File: src/rtl/uart_pkg.sv
`default_nettype none
// ============================================================================
// uart_pkg : state type and sizing helpers shared by uart_tx and uart_rx
// Revision : 1.0
// ============================================================================
package uart_pkg;

   typedef enum logic {
      IDLE = 1'b0,
      SEND = 1'b1
   } uart_state_e;

   // Start bit + data bits + stop bit.
   function automatic int FRAME_BITS(input int bits_per_word);
      return bits_per_word + 2;
   endfunction

   function automatic int cnt_width(input int count_range);
      return (count_range > 1) ? $clog2(count_range) : 1;
   endfunction

endpackage
`default_nettype wire

File: src/rtl/uart_pulse_counter.sv
`default_nettype none
// ============================================================================
// uart_pulse_counter : emits one tick per UART bit period while enabled
// Revision : 1.0
// ============================================================================
module uart_pulse_counter
   import uart_pkg::*;
#(
   parameter int CLOCKS_PER_PULSE = 4
) (
   input  logic clk,
   input  logic rst,
   input  logic clear,
   input  logic en,
   output logic tick
);

   localparam int               CNT_W = cnt_width(CLOCKS_PER_PULSE);
   localparam logic [CNT_W-1:0] LAST  = CNT_W'(CLOCKS_PER_PULSE - 1);

   logic [CNT_W-1:0] cnt_q;
   logic [CNT_W-1:0] cnt_d;

   // Equality against LAST keeps CLOCKS_PER_PULSE=1 ticking every cycle.
   always_comb begin
      cnt_d = cnt_q;
      tick  = 1'b0;
      if (clear) begin
         cnt_d = '0;
      end else if (en) begin
         if (cnt_q == LAST) begin
            cnt_d = '0;
            tick  = 1'b1;
         end else begin
            cnt_d = cnt_q + 1'b1;
         end
      end
   end

   always_ff @(posedge clk) begin
      if (rst) begin
         cnt_q <= '0;
      end else begin
         cnt_q <= cnt_d;
      end
   end

endmodule
`default_nettype wire

File: src/rtl/uart_tx.sv
`default_nettype none
// ============================================================================
// uart_tx : serialises one W_in-bit word as back-to-back 8N1 characters
// Revision : 1.0
// ============================================================================
module uart_tx
   import uart_pkg::*;
#(
   parameter int  CLOCKS_PER_PULSE = 4,
   parameter int  BITS_PER_WORD    = 8,
   parameter int  W_in             = 16,
   localparam int NUM_WORDS        = W_in / BITS_PER_WORD
) (
   input  logic                                    clk,
   input  logic                                    rst,
   input  logic                                    s_valid,
   output logic                                    s_ready,
   input  logic [NUM_WORDS-1:0][BITS_PER_WORD-1:0] s_data,
   output logic                                    tx,
   output logic                                    busy
);

   localparam int                NBITS     = FRAME_BITS(BITS_PER_WORD);
   localparam int                BIT_W     = cnt_width(NBITS);
   localparam int                WORD_W    = cnt_width(NUM_WORDS);
   localparam logic [BIT_W-1:0]  LAST_BIT  = BIT_W'(NBITS - 1);
   localparam logic [WORD_W-1:0] LAST_WORD = WORD_W'(NUM_WORDS - 1);

   generate
      if (W_in % BITS_PER_WORD != 0) begin : g_bad_width
         $error("uart_tx: W_in must be a multiple of BITS_PER_WORD");
      end
      if (CLOCKS_PER_PULSE < 1) begin : g_bad_pulse
         $error("uart_tx: CLOCKS_PER_PULSE must be at least 1");
      end
   endgenerate

   uart_state_e                            state_q, state_d;
   logic [BIT_W-1:0]                       bit_idx_q, bit_idx_d;
   logic [WORD_W-1:0]                      word_idx_q, word_idx_d;
   logic [NUM_WORDS-1:0][BITS_PER_WORD-1:0] data_q, data_d;
   logic                                   tx_q, tx_d;
   logic                                   busy_q, busy_d;
   logic                                   s_ready_q, s_ready_d;

   logic             handshake;
   logic             pulse_tick;
   logic [NBITS-1:0] frame;
   logic [BIT_W-1:0] next_bit;

   assign handshake = (state_q == IDLE) && s_ready_q && s_valid;
   assign frame     = {1'b1, data_q[word_idx_q], 1'b0};
   assign next_bit  = bit_idx_q + 1'b1;

   uart_pulse_counter #(
      .CLOCKS_PER_PULSE(CLOCKS_PER_PULSE)
   ) u_pulse (
      .clk  (clk),
      .rst  (rst),
      .clear(handshake),
      .en   (state_q == SEND),
      .tick (pulse_tick)
   );

   // tx is registered from the next bit index, so the start bit appears
   // on the cycle right after the handshake edge.
   always_comb begin
      state_d    = state_q;
      bit_idx_d  = bit_idx_q;
      word_idx_d = word_idx_q;
      data_d     = data_q;
      tx_d       = tx_q;
      busy_d     = busy_q;
      s_ready_d  = s_ready_q;
      case (state_q)
         IDLE: begin
            s_ready_d = 1'b1;
            tx_d      = 1'b1;
            busy_d    = 1'b0;
            if (handshake) begin
               data_d     = s_data;
               bit_idx_d  = '0;
               word_idx_d = '0;
               tx_d       = 1'b0;
               busy_d     = 1'b1;
               s_ready_d  = 1'b0;
               state_d    = SEND;
            end
         end
         SEND: begin
            if (pulse_tick) begin
               if (bit_idx_q != LAST_BIT) begin
                  bit_idx_d = next_bit;
                  tx_d      = frame[next_bit];
               end else if (word_idx_q != LAST_WORD) begin
                  bit_idx_d  = '0;
                  word_idx_d = word_idx_q + 1'b1;
                  tx_d       = 1'b0;
               end else begin
                  bit_idx_d  = '0;
                  word_idx_d = '0;
                  tx_d       = 1'b1;
                  busy_d     = 1'b0;
                  s_ready_d  = 1'b1;
                  state_d    = IDLE;
               end
            end
         end
         default: state_d = IDLE;
      endcase
   end

   always_ff @(posedge clk) begin
      if (rst) begin
         state_q    <= IDLE;
         bit_idx_q  <= '0;
         word_idx_q <= '0;
         data_q     <= '0;
         tx_q       <= 1'b1;
         busy_q     <= 1'b0;
         s_ready_q  <= 1'b0;
      end else begin
         state_q    <= state_d;
         bit_idx_q  <= bit_idx_d;
         word_idx_q <= word_idx_d;
         data_q     <= data_d;
         tx_q       <= tx_d;
         busy_q     <= busy_d;
         s_ready_q  <= s_ready_d;
      end
   end

   assign tx      = tx_q;
   assign busy    = busy_q;
   assign s_ready = s_ready_q;

endmodule
`default_nettype wire

File: config.mk
export PLATFORM = sky130hd
export DESIGN_NAME = uart_tx
export DESIGN_NICKNAME = d
export VERILOG_FILES = /design/src/rtl/uart_pkg.sv /design/src/rtl/uart_pulse_counter.sv /design/src/rtl/uart_tx.sv
export SDC_FILE = /design/constraint.sdc
export NUM_CORES = 1
export LEC_CHECK = 0
export ABC_AREA = 1
export BUFFER_PORTS_ARGS = -buffer_cell sky130_fd_sc_hd__buf_2
export CAP_MARGIN = 20
export CORE_AREA = 2 2 76 78
export DETAILED_ROUTE_END_ITERATION = 12
export DIE_AREA = 0 0 78 80
export PLACE_DENSITY_LB_ADDON = 0.15
export SLEW_MARGIN = 20
export SYNTH_ARGS = -nofsm -noshare
export SYNTH_HDL_FRONTEND = slang
export SYNTH_HIERARCHICAL = 1
export SYNTH_SLANG_ARGS = --single-unit
export TNS_END_PERCENT = 20
File: constraint.sdc
create_clock -name clk -period 1.3 [get_ports clk]
set_input_delay 0.26 -clock clk [delete_from_list [all_inputs] [get_ports clk]]
set_output_delay 0.26 -clock clk [all_outputs]
set_load 0.02 [all_outputs]
==> results.cfg, run 1 <==
[timing]
max_freq_ghz = 0.7869
fin_crit_ns = 1.271
final-setup-viol-count = 0
relSlewSlack = 0.8108
clock_skew_ns = 0.001566
drv_slew = 0
hold_viol_final = 0
fin_crit_sh = 0.9775
fin_ws_ns = 0.02919
rsz0062_at_grt = yes
tightest_slew_ns = 0.2835

[clock_network]
cts.sink_count = 27
clkLatencyLatePin_ns = 0.27
cts_root_buf = clkbuf_8
cts_tree = done
cts_max_level = 1
clockBufferDepth = 2
cts_made_buffers = 3
cts_hold_buf = 0
clk_pin_slew_ns = 0.09

[drt]
drtIter0Drc = 50
ant_nets = 0
drc = 0
dr_total_vias = 1196
drt-pass1-iter-count = 3
wirelength_um = 3022
vias_per_cell = 4.068
routedWlPerCell_um = 10.28

[worst_setup_path]
r2r-start = u_pulse/cnt_q[1]$_SDFFE_PP0P_
required_ns = 1.52
critPathKind = flop to flop
start_kind = flop
timing.critical_path.from = u_pulse/cnt_q[1]$_SDFFE_PP0P_
critPathArrivalTime_ns = 1.49
worst-path-max-fanout = 4
endpoint_kind = flop

[floorplanning]
die_h_um = 80
ios = 22
rows = 27
dieArea_sq_um = 6240
core_sq_um = 5405
start_util = 0.2410
dieWidth_um = 78

[final_layout]
final_common_cell = nand2_1
final_util = 0.3188
mostFrequentLayoutCells = nand2_1 (39), inv_1 (26), dfxtp_1 (21), buf_2 (21), a21oi_1 (19)
syn_to_final_growth_pct = 32.28
layoutNonFillerInstCount = 294
antenna_cells = 0
drive_above_1_share = 0.3063
fin_nets = 245

[yosys]
synth-warning-count = 6
synth_area_sq_um = 1302
synth-seq-cells = 27
syn_inst = 188
yosys.cell_types.count = 19
ys_seq_area_frac = 0.4150
avgSynthCellArea_sq_um = 6.928
synth.net_count = 210

[power_and_ir_drop]
power_switching_w = 0.0004717
pwr-share-clk = 0.276
power.density_nw_per_um2 = 995.6
p_leak_nw = 0.7500
ir_worst_vdd_mv = 0.5449
power_frac_seq = 0.532
sw_frac_of_total = 0.2750
p_int_w = 0.001244
combinationalPowerShare = 0.191

[run]
maxCapViolCount = 0

[place]
globalplace.congestion = 0.7448
port_buffers = 21
placed_cells = 289
hpwlAfterDp_um = 2232
pre_cts_ws_ns = -0.04721

[global_routing]
grt_usage = 0.1043
overflow = 0
grt_pass1_vias = 1140
grt_first_pass_wirelength_um = 5085
antenna_found_initial = 0
grt_max_degree = 25

[worst_hold_path]
hold_class = primary input to flop
min_from = s_data[4]

[run_status]
status = completed
==> synth_stat cells <==
cell	number	area share
dfxtp_1	27	0.41
nand2_1	45	0.13
nand3_1	16	0.061
nor2_1	14	0.040
o21ai_0	14	0.054
ha_1	3	0.029
a21oi_2	1	0.0067
nor2_4	1	0.0086
buf_2	3	0.012
nand4_1	1	0.0048
o21ai_1	5	0.019
buf_6	2	0.017
inv_1	28	0.081
a21oi_1	22	0.085
inv_4	1	0.0048
buf_4	1	0.0058
nor2_2	2	0.0096
nand4_2	1	0.0096
nand3_2	1	0.0077
==> cells by family after synthesis <==
group,count (synthesis),synth area share
flops,27,0.4150
fa+ha+maj,3,0.02882
buf+inv,35,0.1201
simple gates,81,0.2719
compound gates,42,0.1643
==> worst paths after layout <==
path	cells after the start	endpoint	slack, ns
worst max register to register	9	tx$_SDFFE_PP1P_	0.03
worst min-delay path	3	data_q[4]$_SDFFE_PP0P_	0.21
worst min register to register	2	data_q[6]$_SDFFE_PP0P_	0.46
worst max-delay path	9	tx$_SDFFE_PP1P_	0.03
==> per-stage QoR <==
step	hold slack [ns]	power (W)	area, sq um	setup TNS (ns)
floorplan	0.3194	0.001114	1319	-0.001511
global placement	0.4440	0.001226	1587	-0.05019
detailed placement	0.4485	0.001223	1587	-0.04721
CTS	0.2006	0.001715	1648	0
global route	0.2169	0.001834	1723	-0.1826
finish	0.2093	0.001715	1723	0
==> worst max-delay path, cell delays in order, from the launching register on <==
cell and delay, ns:
dfxtp_2 0.36, ha_4 0.15, nand2_4 0.05, nor2_4 0.15, inv_2 0.08, nand2_4 0.10
nand3_2 0.07, a21oi_2 0.11, nand3_2 0.08, nand2_1 0.06
==> repair_timing <==
| action | 4_1_cts | 5_1_grt |
|---|---|---|
| gates resized for setup | 6 | 19 |
| buffers inserted | 1 | 0 |
| pin swaps | 1 | 9 |
| setup endpoints to repair | 1 | 7 |
==> area by class of cell <==
type                       count  area (sq um)
fill                         630          3682
multi-input combinational    126         695.7
sequential                    27         550.5
timing repair buffer          36         230.2
inverter                      29         111.4
tap                           72         90.09
clock buffer                   4         45.04
==> per-layer routing <==
metal / up-vias / wire length (um) / part of all wire / GRT usage
li1: 665 / - / - / -
met1: 515 / 1448 / 0.48 / 0.1285
met4: 0 / 27 / 0.0089 / 0.03158
met3: 2 / 119 / 0.039 / 0.03054
met2: 14 / 1425 / 0.47 / 0.1759
met5: - / 0 / 0 / 0
==> sequential cells by signal, indices dropped and copies added (netlist names) <==
register       flops
data_q            16
word_idx_q         1
s_ready            1
bit_idx_q          4
u_pulse/cnt_q      2
busy               1
state_q            1
tx                 1
==> power groups by stage <==
stage	registers (W)	clock network, W	logic (W)
after floorplan	0.000938	0	0.000176
after global placement	0.000924	0	0.000303
after detailed placement	0.000924	0	0.000298
after CTS	0.000908	0.000505	0.000302
after global routing	0.000920	0.000537	0.000377
final	0.000913	0.000474	0.000328
(Power assumes the default switching activity.)
==> run 2: changes to the inputs <==
--- a/config.mk
+++ b/config.mk
@@ -5,12 +5,12 @@
 export SDC_FILE = /design/constraint.sdc
 export NUM_CORES = 1
 export LEC_CHECK = 0
-export ABC_AREA = 1
+export ABC_AREA = 0
 export BUFFER_PORTS_ARGS = -buffer_cell sky130_fd_sc_hd__buf_2
 export CAP_MARGIN = 20
-export CORE_AREA = 2 2 76 78
+export CORE_AREA = 2 2 93 59
 export DETAILED_ROUTE_END_ITERATION = 12
-export DIE_AREA = 0 0 78 80
+export DIE_AREA = 0 0 95 61
 export PLACE_DENSITY_LB_ADDON = 0.15
 export SLEW_MARGIN = 20
 export SYNTH_ARGS = -nofsm -noshare
==> run 2 against run 1 <==
  * Register-to-register slack got worse by 0.42 ns
  * Worst hold slack worse by 0.048 ns
  * First-iteration DRC count decreased by 30%
  * Combinational power is 26% lower
  * Area after synthesis is 7.5% lower
  * The run now ends with setup timing left
  * Utilization up 2.7 points
  * Critical path type unchanged
  * Fmax down 25%
  * Non-clock buffer count rose by 10
==> results.cfg, run 2 <==
[clock_network]
cts_made_buffers = 3
cts.sink_count = 27
cts_tree = done
clockBufferDepth = 2
cts_root_buf = clkbuf_8
cts_max_level = 1
clkLatencyLatePin_ns = 0.28
clk_pin_slew_ns = 0.10

[yosys]
synthArstFlopShare = 0
synth_top_area_share = 0.4486
synth.area.top_cells = dfxtp_1 (45%), nand2_1 (11%), a21oi_1 (10%), mux4_2 (5.6%), mux2i_1 (4.2%)
yosys.cell_types.count = 29
synth-warning-count = 6
synth.net_count = 163
ys_seq_area_frac = 0.4486
synthFlopType = dfxtp_1
synth_edf_count = 0
syn_inst = 141
netlist_top_cells_count = nand2_1 (35), dfxtp_1 (27), a21oi_1 (24)
synth-seq-cells = 27
yosysTopAreaCell = dfxtp_1
synth_area_sq_um = 1205
synth_most_common_cell = nand2_1
avgSynthCellArea_sq_um = 8.545

[place]
placed_cells = 242
port_buffers = 21
hpwlAfterDp_um = 2142
globalplace.congestion = 0.7680

[drt]
vias_per_cell = 4.460
drtIter0Drc = 35
dr_total_vias = 1115
ant_nets = 0
routedWlPerCell_um = 12.71
drc = 0
wirelength_um = 3177
drt-pass1-iter-count = 4

[timing]
tightest_slew_ns = 0.3405
rsz0062_at_grt = yes
final-setup-viol-count = 9
fin_crit_sh = 1.299
drv_slew = 0
fin_crit_ns = 1.689
max_freq_ghz = 0.5921
hold_viol_final = 0
tns_ns = -1.581
whs_ns = 0.1614
fin_ws_ns = -0.3890
clock_skew_ns = 0.004046
relSlewSlack = 0.7706

[power_and_ir_drop]
pwr-share-clk = 0.310
power_frac_seq = 0.542
p_leak_nw = 0.6610
sw_frac_of_total = 0.2652
combinationalPowerShare = 0.149
ir_worst_vdd_mv = 0.3179
power.density_nw_per_um2 = 960.1
p_int_w = 0.001201
power_switching_w = 0.0004335

[worst_setup_path]
critPathKind = flop to flop
r2r_cells = 8
crit_path_end = tx$_SDFFE_PP1P_
start_kind = flop
endpoint_kind = flop
critPathArrivalTime_ns = 1.89
timing.critical_path.from = state_q$_SDFF_PP0_
r2r-start = state_q$_SDFF_PP0_
ff2ff_setup_slack_ns = -0.39
required_ns = 1.50
r2r-end = tx$_SDFFE_PP1P_
worst-path-max-fanout = 2

[final_layout]
layoutNonFillerInstCount = 250
fin_nets = 207
antenna_cells = 0
final_util = 0.3454
n_fill_cell = 507
largest_reg_flops = 16
reg.largest.list = data_q (16), bit_idx_q (4), u_pulse/cnt_q (2)
final_common_cell = nand2_1
mostFrequentLayoutCells = nand2_1 (34), dfxtp_1 (23), buf_4 (22)
top_register = data_q
syn_to_final_growth_pct = 41.33
drive_above_1_share = 0.4130

[floorplanning]
start_util = 0.2444
dieWidth_um = 95
die_h_um = 61
dieArea_sq_um = 5795
ios = 22
core_sq_um = 4930
rows = 20

[run_status]
status = finished with violations
violations = setup timing

[global_routing]
busiest_layer = met2
antenna_found_initial = 0
overflow = 0
grt_first_pass_wirelength_um = 5223
met3_usage = 0.03727
met1_usage = 0.1576
grt_usage = 0.1203
grt_pass1_vias = 1121
grt_max_degree = 25
global_route.usage.met2 = 0.1986

[run]
maxCapViolCount = 0

[worst_hold_path]
hold_class = primary input to flop
## run 2: cell count changes after synthesis, sizes merged, moves of 3 or more
cell,previous run,this run
buf,6,2
nand3,17,3
nor2,17,10
inv,29,2
mux2i,0,5
mux4,0,3
nand2,45,35
clkbuf,0,5
o21ai,19,3
## run 2: repair_timing
item | 4_1_cts | 5_1_grt
hold buffers | 0 | 0
pin swaps | 7 | 3
gates resized for setup | 17 | 6
gates cloned | 0 | 0
buffers inserted | 4 | 0
endpoints found under the setup margin | 9 | 9
## run 2: logic make-up after synthesis
kind of cell	after synthesis	synth area share
DFF	27	0.4486
and+or+nand+nor	59	0.2170
xor gates and xnor gates	2	0.02077
muxes	8	0.09761
AOI/OAI and AO/OA	32	0.1495
adders and majority gates	3	0.03116
buffers and inverters	10	0.03531
## run 2: critical path, cell delays in order, from the launching register on
cell	delay (ns)
dfxtp_4	0.35
nand3b_1	0.14
clkinv_2	0.10
nor2_4	0.09
nand2b_4	0.13
nand3_1	0.08
or4b_1	0.51
o211a_1	0.15
o31ai_2	0.06
## run 2: per-stage QoR
| step | total power (W) | worst slack (ns) | instance area (sq um) |
|---|---|---|---|
| after floorplan | 0.001023 | -0.6119 | 1235 |
| after global placement | 0.001116 | -0.3485 | 1539 |
| after detailed placement | 0.001122 | -0.4109 | 1539 |
| after CTS | 0.001658 | -0.3848 | 1684 |
| after global routing | 0.001712 | -0.5045 | 1703 |
| final | 0.001635 | -0.3890 | 1703 |
## run 2: worst min-delay path by stage
stage / from / end / slack (ns) / cells past startpoint
floorplan: rst / u_pulse/cnt_q[0]$_SDFFE_PP0P_ / 0.32 / 1
global placement: data_q[6]$_SDFFE_PP0P_ / data_q[6]$_SDFFE_PP0P_ / 0.44 / 2
detailed placement: data_q[6]$_SDFFE_PP0P_ / data_q[6]$_SDFFE_PP0P_ / 0.45 / 2
CTS: rst / state_q$_SDFF_PP0_ / 0.18 / 2
global route: rst / state_q$_SDFF_PP0_ / 0.16 / 2
finish: rst / state_q$_SDFF_PP0_ / 0.16 / 2
## run 2: power by group through the flow
stage	clock, W	combinational [W]	sequential, W
CTS	0.000531	0.000240	0.000886
detailed placement	0	0.000217	0.000905
finish	0.000506	0.000243	0.000886
global placement	0	0.000212	0.000903
floorplan	0	0.000108	0.000915
global route	0.000553	0.000269	0.000891
## run 2: layout make-up
class	count	area, sq um	share of cell area
timing repair buffer	46	312.8	0.1837
tap	66	82.58	0.04849
clock buffer	3	41.29	0.02425
inverter	3	12.51	0.007348
clock inverter	1	6.256	0.003674
multi-input combinational	104	699.4	0.4107
sequential	27	548.0	0.3218
## run 2: metal layers
layer | wire [um] | vias to the layer above | part of all wire
met1 | 1598 | 523 | 0.50
li1 | - | 569 | -
met4 | 19 | 0 | 0.0060
met5 | 0 | - | 0
met3 | 132 | 2 | 0.042
met2 | 1427 | 21 | 0.45
